File: src/rtl/bitstream_byte_drain.sv
// Byte drain for the Stage 4 carry-propagation output: buffers up to five bytes
// per cycle in a circular FWFT FIFO and emits them one per cycle over valid/ready.
module bitstream_byte_drain #(
  parameter int BITSTREAM_WIDTH = 8,
  parameter int FIFO_ADDR_WIDTH = 4
) (
  input  logic                       clk,
  input  logic                       reset,
  input  logic                       in_flag_first,
  input  logic [BITSTREAM_WIDTH-1:0] in_bit_1,
  input  logic [BITSTREAM_WIDTH-1:0] in_bit_2,
  input  logic [BITSTREAM_WIDTH-1:0] in_bit_3,
  input  logic [BITSTREAM_WIDTH-1:0] in_bit_4,
  input  logic [BITSTREAM_WIDTH-1:0] in_bit_5,
  input  logic [2:0]                 in_flag,
  input  logic                       in_flag_last,
  output logic [BITSTREAM_WIDTH-1:0] out_byte,
  output logic                       out_valid,
  input  logic                       out_ready,
  output logic                       out_last,
  output logic                       out_done,
  output logic                       out_overflow,
  output logic                       out_proto_err,
  output logic [FIFO_ADDR_WIDTH:0]   out_level
);

  localparam int DEPTH = 1 << FIFO_ADDR_WIDTH;
  localparam int LW    = FIFO_ADDR_WIDTH + 1;
  localparam logic [LW-1:0] DEPTH_L = LW'(DEPTH);

  typedef enum logic [1:0] {S_IDLE, S_ACTIVE, S_FLUSH, S_DONE} state_t;

  state_t state, state_nxt;

  logic [BITSTREAM_WIDTH-1:0] mem [DEPTH];
  logic                       tag [DEPTH];
  logic [BITSTREAM_WIDTH-1:0] lane [5];

  logic [FIFO_ADDR_WIDTH-1:0] wr_ptr, rd_ptr;
  logic [LW-1:0]              level, free;
  logic [2:0]                 cnt;
  logic                       illegal, restart, fits, do_write, drop, pop, proto_hit;

  // Lane counts 6 and 7 are not representable groups; they carry no data.
  function automatic logic [2:0] lane_count(input logic [2:0] flag);
    return (flag > 3'd5) ? 3'd0 : flag;
  endfunction

  assign lane[0] = in_bit_1;
  assign lane[1] = in_bit_2;
  assign lane[2] = in_bit_3;
  assign lane[3] = in_bit_4;
  assign lane[4] = in_bit_5;

  always_comb begin
    cnt       = lane_count(in_flag);
    illegal   = (in_flag > 3'd5);
    free      = DEPTH_L - level;
    fits      = (LW'(cnt) <= free);
    restart   = in_flag_first && ((state == S_ACTIVE) || (state == S_FLUSH));
    do_write  = (state == S_ACTIVE) && !in_flag_first && (cnt != 3'd0) && fits;
    drop      = (state == S_ACTIVE) && !in_flag_first && (cnt != 3'd0) && !fits;
    pop       = out_valid && out_ready;
    proto_hit = illegal;
    if (!in_flag_first) begin
      if (((state == S_IDLE) || (state == S_DONE)) && ((in_flag != 3'd0) || in_flag_last))
        proto_hit = 1'b1;
      if ((state == S_FLUSH) && (in_flag != 3'd0))
        proto_hit = 1'b1;
    end
  end

  always_comb begin
    state_nxt = state;
    case (state)
      S_IDLE, S_DONE: if (in_flag_first) state_nxt = S_ACTIVE;
      S_ACTIVE: begin
        if (in_flag_first)     state_nxt = S_ACTIVE;
        else if (in_flag_last) state_nxt = S_FLUSH;
      end
      S_FLUSH: begin
        if (in_flag_first)        state_nxt = S_ACTIVE;
        else if (level == '0)     state_nxt = S_DONE;
      end
      default: state_nxt = S_IDLE;
    endcase
  end

  always_ff @(posedge clk) begin
    if (reset) begin
      state         <= S_IDLE;
      wr_ptr        <= '0;
      rd_ptr        <= '0;
      level         <= '0;
      out_overflow  <= 1'b0;
      out_proto_err <= 1'b0;
    end else begin
      state <= state_nxt;
      if (restart) begin
        wr_ptr <= '0;
        rd_ptr <= '0;
        level  <= '0;
      end else begin
        if (do_write) wr_ptr <= wr_ptr + FIFO_ADDR_WIDTH'(cnt);
        if (pop)      rd_ptr <= rd_ptr + FIFO_ADDR_WIDTH'(1);
        level <= level + (do_write ? LW'(cnt) : LW'(0)) - LW'(pop);
      end
      if (drop)      out_overflow  <= 1'b1;
      if (proto_hit) out_proto_err <= 1'b1;
    end
  end

  // Storage is never reset; stale entries are unreachable once pointers clear.
  always_ff @(posedge clk) begin
    if (do_write) begin
      for (int i = 0; i < 5; i++) begin
        if (i < int'(cnt)) begin
          mem[wr_ptr + FIFO_ADDR_WIDTH'(i)] <= lane[i];
          tag[wr_ptr + FIFO_ADDR_WIDTH'(i)] <= in_flag_last && (i == int'(cnt) - 1);
        end
      end
    end
  end

  assign out_valid = (level != '0);
  assign out_byte  = out_valid ? mem[rd_ptr] : '0;
  assign out_last  = out_valid & tag[rd_ptr];
  assign out_done  = (state == S_DONE);
  assign out_level = level;

endmodule

File: config.mk
export PLATFORM = sky130hd
export DESIGN_NAME = bitstream_byte_drain
export DESIGN_NICKNAME = d
export VERILOG_FILES = /design/src/rtl/bitstream_byte_drain.sv
export SDC_FILE = /design/constraint.sdc
export NUM_CORES = 1
export LEC_CHECK = 0
export CAP_MARGIN = 40
export CELL_PAD_IN_SITES_DETAIL_PLACEMENT = 0
export CELL_PAD_IN_SITES_GLOBAL_PLACEMENT = 1
export CORE_AREA = 2 2 172 157
export CTS_CLUSTER_DIAMETER = 60
export CTS_CLUSTER_SIZE = 16
export DETAILED_ROUTE_END_ITERATION = 8
export DIE_AREA = 0 0 174 159
export HOLD_SLACK_MARGIN = 0.12
export PLACE_DENSITY = 0.84
export SLEW_MARGIN = 25
export SYNTH_ARGS = -nofsm -noshare
export SYNTH_HDL_FRONTEND = slang
export SYNTH_SLANG_ARGS = --single-unit
File: constraint.sdc
create_clock -name clk -period 13.85 [get_ports clk]
set_input_delay 2.77 -clock clk [delete_from_list [all_inputs] [get_ports clk]]
set_output_delay 2.77 -clock clk [all_outputs]
set_load 0.03 [all_outputs]
# Yosys cells after proc, flatten, opt, wreduce, memory -nomap -nowiden
# Memories as Yosys holds them, arrays and structs flattened. A register that Yosys moved wholly into a read port is not among the register bits.
# Cells that the tools add are included.
# word_totals
n_memories,2
inputBits,48
regBits,17
ramBits,144
output_inout_bits,18
word_cells,94
# memory_table
name,words,word_bits,read_ports,rd_ports_with_merged_regs,write_ports,line_no,rtl
mem,16,8,1,1,5,35,logic [BITSTREAM_WIDTH-1:0] mem [DEPTH];
tag,16,1,1,1,5,36,logic tag [DEPTH];
# classes
n_eq_ne,10
order_cmp,7
reduce_logical,27
add_sub_neg,10
n_bitwise,1
muxes,31
# op_table
op,n
logical NOT 32 bit,1
two-way mux 1 bit,18
two-way mux 4 bit,4
logical AND 1 bit,13
two-way mux 2 bit,5
"adder 4 x 1 -> 4 bit, second input constant",2
"adder 4 x 2 -> 4 bit, second input constant",2
"== test 3 x 4 -> 1 bit, first input constant",2
two-way mux 8 bit,1
"< comparator 1 x 3 -> 1 bit, first input constant",2
"< comparator 2 x 3 -> 1 bit, first input constant",2
two-way mux 3 bit,2
one-hot mux 2 bit (3 select lines),1
nonzero test 3 bit,2
adder 5 x 3 -> 5 bit,1
less-or-equal comparator 3 x 5 -> 1 bit,1
logical NOT 5 bit,1
nonzero test 5 bit,1
subtractor 5 x 1 -> 5 bit,1
"subtractor 5 bit, first input constant",1
adder 4 x 3 -> 4 bit,1
"adder 4 x 3 -> 4 bit, second input constant",1
"== test 2 bit, second input constant",2
"== test 2 x 4 -> 1 bit, first input constant",1
14 further kinds,18

# Logic depth before layout (Yosys ltp)
# Gate-level depths: netlist of the first run.
# depth
ltp_word,8
mapped_depth,22
depth_no_buf,17

# Worst setup path after synthesis of the first run
# Ideal clock, no wire load.
# synth_timing
kind,input to register
start,input in_flag[2]
end,register level[4] (netlist: out_level[4])
arrival_ns,6.514
setup_ns,0.128
slack_ns,7.209
stages,22
required_time_ns,13.722
path_buffers,6
path_cell_list,buf_2 > nand2b_1 > clkbuf_1 > inv_1 > ha_1 > and2_1 > a221oi_1 > o21a_1 > buf_4 > buf_6 > buf_4 > nor2_1 > clkbuf_1 > nand2_1 > ha_1 > inv_1 > ha_1 > fa_1 > a21o_1 > a21oi_1 > xnor2_1 > nor2_1
# synth_between
elab_chain_len,8
word_cells_on_any_way,9
cone_classes,add/sub (2); order compare (2); mux (2); reduce/logical (3)
# synth_rtl
item,line_no,rtl
from (decl),15,"input logic [2:0] in_flag,"
> comparator 3 bit,46,return (flag > 3'd5) ? 3'd0 : flag;
two-way mux 3 bit *,46,
"parallel branches: the longest is 3 deep, another holds less-or-equal comparator 3 x 5 -> 1 bit",-,
two-way mux 3 bit *,106,level <= level + (do_write ? LW'(cnt) : LW'(0)) - LW'(pop);
adder 5 x 3 -> 5 bit *,106,
subtractor 5 x 1 -> 5 bit *,106,
to (signal assigned),106,
to (decl),40,"logic [LW-1:0] level, free;"
# Every way passes the cells marked *.
# A chain may end at the register's enable or synchronous reset.

==> results.json, run 1 <==
{
  "slew_headroom": 0.369,
  "grt_remaining_overflow": 0,
  "ys.flop_type": "edfxtp_1",
  "chipWidth_um": 174,
  "cts_resized": 0,
  "period_needed_ns": 7.15,
  "timing.critical_path.cells": "clkdlybuf4s50_1, nand2b_1, inv_1, ha_1, and2_1, a221oi_1, o21a_2, buf_4, nor3_2, nor2_1, nand4_1",
  "gp_congestion": 1.06,
  "hold_ws_ns": 0.501,
  "required_ns": 13.89,
  "area_growth_syn_to_layout_pct": 13.5,
  "clockBufferDepth": 2,
  "synth.avg_cell_area_um2": 8.99,
  "hold_viol_final": 0,
  "grt_max_degree": 65,
  "synth_fa_ha_area_frac": 0.0210,
  "seq_area_mm2": 0.00475,
  "rrSetupSlack_ns": 9.55,
  "wire_per_inst_um": 36.2,
  "dp_hpwl_um": 46900,
  "rsz0062_at_grt": "no",
  "max_freq_mhz": 140,
  "synth_top_family_by_area": "compound AO/OA/AOI/OAI gates",
  "multi_input_area_mm2": 0.00778,
  "port-buffer-count": 65,
  "ant_nets": 0,
  "cp_max_fo": 64,
  "dieArea_mm2": 0.0277,
  "die_h_um": 159,
  "final_max_slew_viol_count": 0,
  "hp-class": "reg -> reg",
  "muxShareOfSynthArea": 0.116,
  "ys_async_sr_fraction": 0,
  "ys_ff_latch": 165,
  "cts_setup_buffers": 0,
  "holdBufCountCts": 0,
  "skew_ns": 0.0227,
  "start_util": 0.513,
  "cts_made_buffers": 17,
  "cts_root_buf": "clkbuf_16",
  "grt_util_all_layers": 0.478,
  "grt_pass1_wl_um": 94200,
  "worstPathArrival_ns": 7.18,
  "period_share": 0.516,
  "outcome": "completed",
  "pin_count": 66,
  "route.detailed.drc": 0,
  "routed_wirelength_um": 67000,
  "routed-via-count": 14300,
  "htreeDepth": 4,
  "cp_slowest_cell": "clkdlybuf4s50_1",
  "syn_inst": 1472,
  "end_kind": "flop",
  "tns_ns": 0,
  "final_layout_size_suffix_gt1_frac": 0.142,
  "maxCapViolCount": 0,
  "grt_pass1_vias": 13200,
  "synthesis.nets": 1541,
  "grt_antenna_before_repair": 3,
  "ys_seq_area_frac": 0.358,
  "synth_compound_area_frac": 0.263,
  "powerDensity_mw_per_mm2": 121,
  "synthXorXnorAreaFrac": 0.0132,
  "cts_tree": "done",
  "yosys_warnings": 0,
  "via_per_inst": 7.72,
  "worst_slew_pin_slew_ns": 0.941,
  "core_mm2": 0.0258,
  "synthDistinctLibCells": 73,
  "num-nets-final": 1558,
  "synth-edff-count": 144,
  "nFillCells": 2335,
  "leakage_uw": 0.00501,
  "insertion_delay_ns": 0.47,
  "start_kind": "primary input",
  "vdd_ir_drop_max_mv": 0.118,
  "setup_violations": 0,
  "clock_sinks": 165,
  "row_count": 56,
  "firstDrtPassIters": 8,
  "max_stage_delay_ns": 0.80,
  "drt_iter0_markers": 2761,
  "synth-simple-area-share": 0.172,
  "clkTransAtPathRegs_ns": 0.09,
  "syn_area_mm2": 0.0132,
  "path_class": "in -> reg"
}
==> where the power goes <==
part	internal (uW)	total (uW)	switching (uW)
Clock	244	499	255
Combinational	256	744	488
Sequential	565	580	15.6
Total	1060	1820	759
==> cell families after synthesis <==
logic type	after synthesis
fa+ha+maj	21
compound gates	512
simple gates	474
flops	165
xor+xnor	20
buf+inv	185
mux	95
==> synthesized netlist by cell type (9+ instances only) <==
library cell	count	area, um^2
nor4_1	15	93.8
nor2_1	139	522
mux2_2	14	158
a221oi_1	49	429
clkbuf_1	100	375
edfxtp_1	144	4320
a32oi_1	15	131
nand2_1	133	499
ha_1	19	238
mux4_2	45	1010
o211ai_1	23	173
o221ai_1	9	78.8
mux2i_1	36	360
nor3_1	40	200
dfxtp_1	21	420
and2_1	15	93.8
a211o_1	15	131
o31ai_1	11	82.6
o21ai_0	161	806
buf_2	27	135
nand3_1	40	200
xnor2_1	12	105
a22oi_1	65	488
nor2b_1	12	75.1
a21oi_1	55	275
and3_1	14	87.6
a31oi_1	13	81.3
or3_1	14	87.6
a221o_1	16	160
a211oi_1	27	203
o22ai_1	9	56.3
inv_1	36	135
buf_1	14	52.6
==> sequential cells by signal (all words and copies together) (netlist names), named ones only <==
signal and cells:
rd_ptr 4, out_overflow 1, out_proto_err 1, mem 128, wr_ptr 4, out_level 5
state 2, tag 16
==> metrics by stage <==
step	total power (uW)	cells	util	worst slack, ns	instance area (um^2)
6_report	1820	1853	0.583	6.70	15000
5_1_grt	1860	1850	0.582	6.49	15000
4_1_cts	1780	1843	0.579	6.88	14900
3_5_place_dp	1300	1811	0.556	6.43	14300
3_3_place_gp	1280	1794	0.549	6.60	14200
2_1_floorplan	1040	1472	-	7.21	13200
==> metal layers <==
metal	vias up	part of all wire	GRT usage
li1	5773	-	-
met1	6730	0.36	0.619
met2	1412	0.39	0.641
met3	379	0.17	0.211
met4	2	0.086	0.316
met5	-	0.00019	0.00868
==> worst max-delay path, delay by kind of cell <==
family,cells,cell delay (ns)
AOI/OAI and AO/OA,2,0.55
adders and majority gates,1,0.35
buffers and inverters,3,1.58
and+or+nand+nor,5,1.91
==> path summary, 6_finish.rpt <==
path,startpoint,to,cells past startpoint
setup / recovery,in_flag[2],mem[10][2]$_DFFE_PP_,11
hold / removal,out_overflow$_SDFFE_PP0P_,out_overflow$_SDFFE_PP0P_,2
setup reg to reg,wr_ptr[1]$_SDFFE_PP0N_,tag[7]$_DFFE_PP_,10
hold reg to reg,out_overflow$_SDFFE_PP0P_,out_overflow$_SDFFE_PP0P_,2
==> cells in the final DEF, fill, tap and decap left out, types with 9 or more instances in the layout <==
master	netlist	routed
o21ai_0	161	161
edfxtp_1	144	144
nor2_1	139	138
nand2_1	133	133
buf_4	5	67
a22oi_1	65	65
clkdlybuf4s50_1	0	63
a21oi_1	55	55
a221oi_1	49	49
mux4_2	45	45
nand3_1	40	40
nor3_1	40	38
inv_1	36	36
mux2i_1	36	36
a211oi_1	27	27
o211ai_1	23	23
dfxtp_1	21	20
ha_1	19	19
clkbuf_16	0	17
a221o_1	16	16
and2_1	15	15
a32oi_1	15	15
a211o_1	15	15
and3_1	14	14
or3_1	14	14
nor4_1	15	14
mux2_2	14	14
a31oi_1	13	13
nor2b_1	12	11
xnor2_1	12	11
o31ai_1	11	11
nor3_2	8	10
o22ai_1	9	9
o221ai_1	9	9
==> final cells by class <==
| class | count | area share |
|---|---|---|
| repair buffers | 147 | 0.0877 |
| flip-flops and latches | 165 | 0.316 |
| clock buffers | 17 | 0.0283 |
| multi-input cells | 1122 | 0.518 |
| diodes | 3 | 0.000500 |
| clock inverters | 15 | 0.0120 |
| inverters | 36 | 0.00899 |
| well taps | 348 | 0.0290 |
Power figures use the tool's default switching activity.
==> run 2, diff against run 1 <==
Settings changed: CORE_AREA 2 2 172 157 to 2 2 179 163, DIE_AREA 0 0 174 159 to 0 0 181 165, PLACE_DENSITY 0.84 to 0.79.
Clock period 13.85 ns to 7 ns, I/O delays scaled along.
==> results.json, run 2 (same netlist as run 1, synthesis figures left out) <==
{
  "outcome": "completed",
  "grt_max_degree": 37,
  "skew_ns": 0.0194,
  "final_common_cell": "o21ai_0",
  "wire_per_inst_um": 36.0,
  "core_mm2": 0.0279,
  "die_h_um": 165,
  "cts_setup_buffers": 0,
  "clockBufferDepth": 2,
  "leakage_uw": 0.00510,
  "holdBufCountCts": 0,
  "hp-class": "reg -> reg",
  "via_per_inst": 7.60,
  "end_kind": "flop",
  "period_needed_ns": 5.76,
  "crit_top_cell": "buf_4",
  "grt_util_all_layers": 0.454,
  "final_max_slew_viol_count": 0,
  "largest_register_ffs": 128,
  "path_class": "in -> reg",
  "hold_ws_ns": 0.548,
  "final_layout_size_suffix_gt1_frac": 0.148,
  "grt_pass1_vias": 13000,
  "cts_tree": "done",
  "rsz0062_at_grt": "no",
  "maxCapViolCount": 0,
  "cp_max_fo": 29,
  "routed-via-count": 14300,
  "grt_antenna_before_repair": 4,
  "area_growth_syn_to_layout_pct": 14.6,
  "setup_violations": 0,
  "cts_made_buffers": 17,
  "worstPathArrival_ns": 5.87,
  "worst_slew_pin_slew_ns": 1.00,
  "final_cell_mix": "o21ai_0 (161), edfxtp_1 (144), nor2_1 (139), nand2_1 (133), buf_4 (77)",
  "regMostFlops": "mem",
  "chipWidth_um": 181,
  "cts_resized": 0,
  "insertion_delay_ns": 0.46,
  "cts_root_buf": "clkbuf_16",
  "start_util": 0.475,
  "ant_nets": 0,
  "start_kind": "primary input",
  "period_share": 0.823,
  "clkTransAtPathRegs_ns": 0.08,
  "required_ns": 7.11,
  "pin_count": 66,
  "dp_hpwl_um": 47900,
  "firstDrtPassIters": 7,
  "gp_congestion": 1.11,
  "routed_wirelength_um": 67800,
  "drt_iter0_markers": 2429,
  "clock_sinks": 165,
  "dieArea_mm2": 0.0299,
  "powerDensity_mw_per_mm2": 243,
  "cp_slowest_cell": "clkdlybuf4s50_1",
  "port-buffer-count": 65,
  "timing.critical_path.cells": "clkdlybuf4s50_1, nand2b_1, inv_1, ha_1, and2_1, a221oi_1, o21a_2, buf_4, buf_4, nor2_1, nor3_2, nand2_1",
  "hold_viol_final": 0,
  "vdd_ir_drop_max_mv": 0.209,
  "max_stage_delay_ns": 0.74,
  "route.detailed.drc": 0,
  "grt_pass1_wl_um": 95300,
  "slew_headroom": 0.330,
  "grt_remaining_overflow": 0,
  "htreeDepth": 4,
  "tns_ns": 0,
  "row_count": 58,
  "max_freq_mhz": 174,
  "num-nets-final": 1574
}
[run 2: area by class of cell]
class	instances	area (um^2)
multi-input combinational	1122	7770
timing repair buffer	163	1450
tap	360	450
clock inverter	14	186
sequential	165	4750
inverter	36	135
fill	2568	12700
clock buffer	18	429
antenna	3	7.51
[run 2: final timing paths]
| path | start | to | slack (ns) | cells past startpoint |
|---|---|---|---|---|
| worst min-delay path | wr_ptr[1]$_SDFFE_PP0N_ | wr_ptr[1]$_SDFFE_PP0N_ | 0.55 | 2 |
| worst max register to register | wr_ptr[1]$_SDFFE_PP0N_ | mem[7][0]$_DFFE_PP_ | 2.61 | 10 |
| worst min register to register | wr_ptr[1]$_SDFFE_PP0N_ | wr_ptr[1]$_SDFFE_PP0N_ | 0.55 | 2 |
| worst max-delay path | in_flag[2] | mem[1][0]$_DFFE_PP_ | 1.24 | 12 |
[run 2: through the flow]
step	instance area (um^2)	worst slack, ns	power [uW]	instances	utilization
finish	15200	1.24	3690	1881	0.544
CTS	15100	1.36	3620	1871	0.542
floorplan	13200	1.73	2060	1472	-
global route	15200	0.988	3770	1878	0.544
global placement	14300	1.01	2570	1822	0.513
detailed placement	14500	0.898	2590	1839	0.520
[run 2: metal layers]
layer  share of wire  vias to the layer above  GRT usage
met1            0.37                     6754      0.582
met5         0.00043                        -          0
met4           0.076                        4      0.279
met2            0.39                     1399      0.633
met3            0.16                      340      0.190
li1                -                     5806          -
[run 2: critical path: cells and delay by family]
| family | cells | cell delay [ns] |
|---|---|---|
| AND/OR/NAND/NOR | 5 | 1.63 |
| adder cells (fa/ha/maj) | 1 | 0.34 |
| buffers and inverters | 4 | 1.67 |
| AO/OA/AOI/OAI | 2 | 0.80 |
[run 2: report_power, final]
| part | total [uW] | switching (uW) | internal (uW) | leakage (uW) |
|---|---|---|---|---|
| clock network | 1050 | 476 | 575 | 0.000306 |
| logic | 1460 | 939 | 526 | 0.00332 |
| registers | 1180 | 61.1 | 1120 | 0.00147 |
| total | 3690 | 1480 | 2220 | 0.00510 |
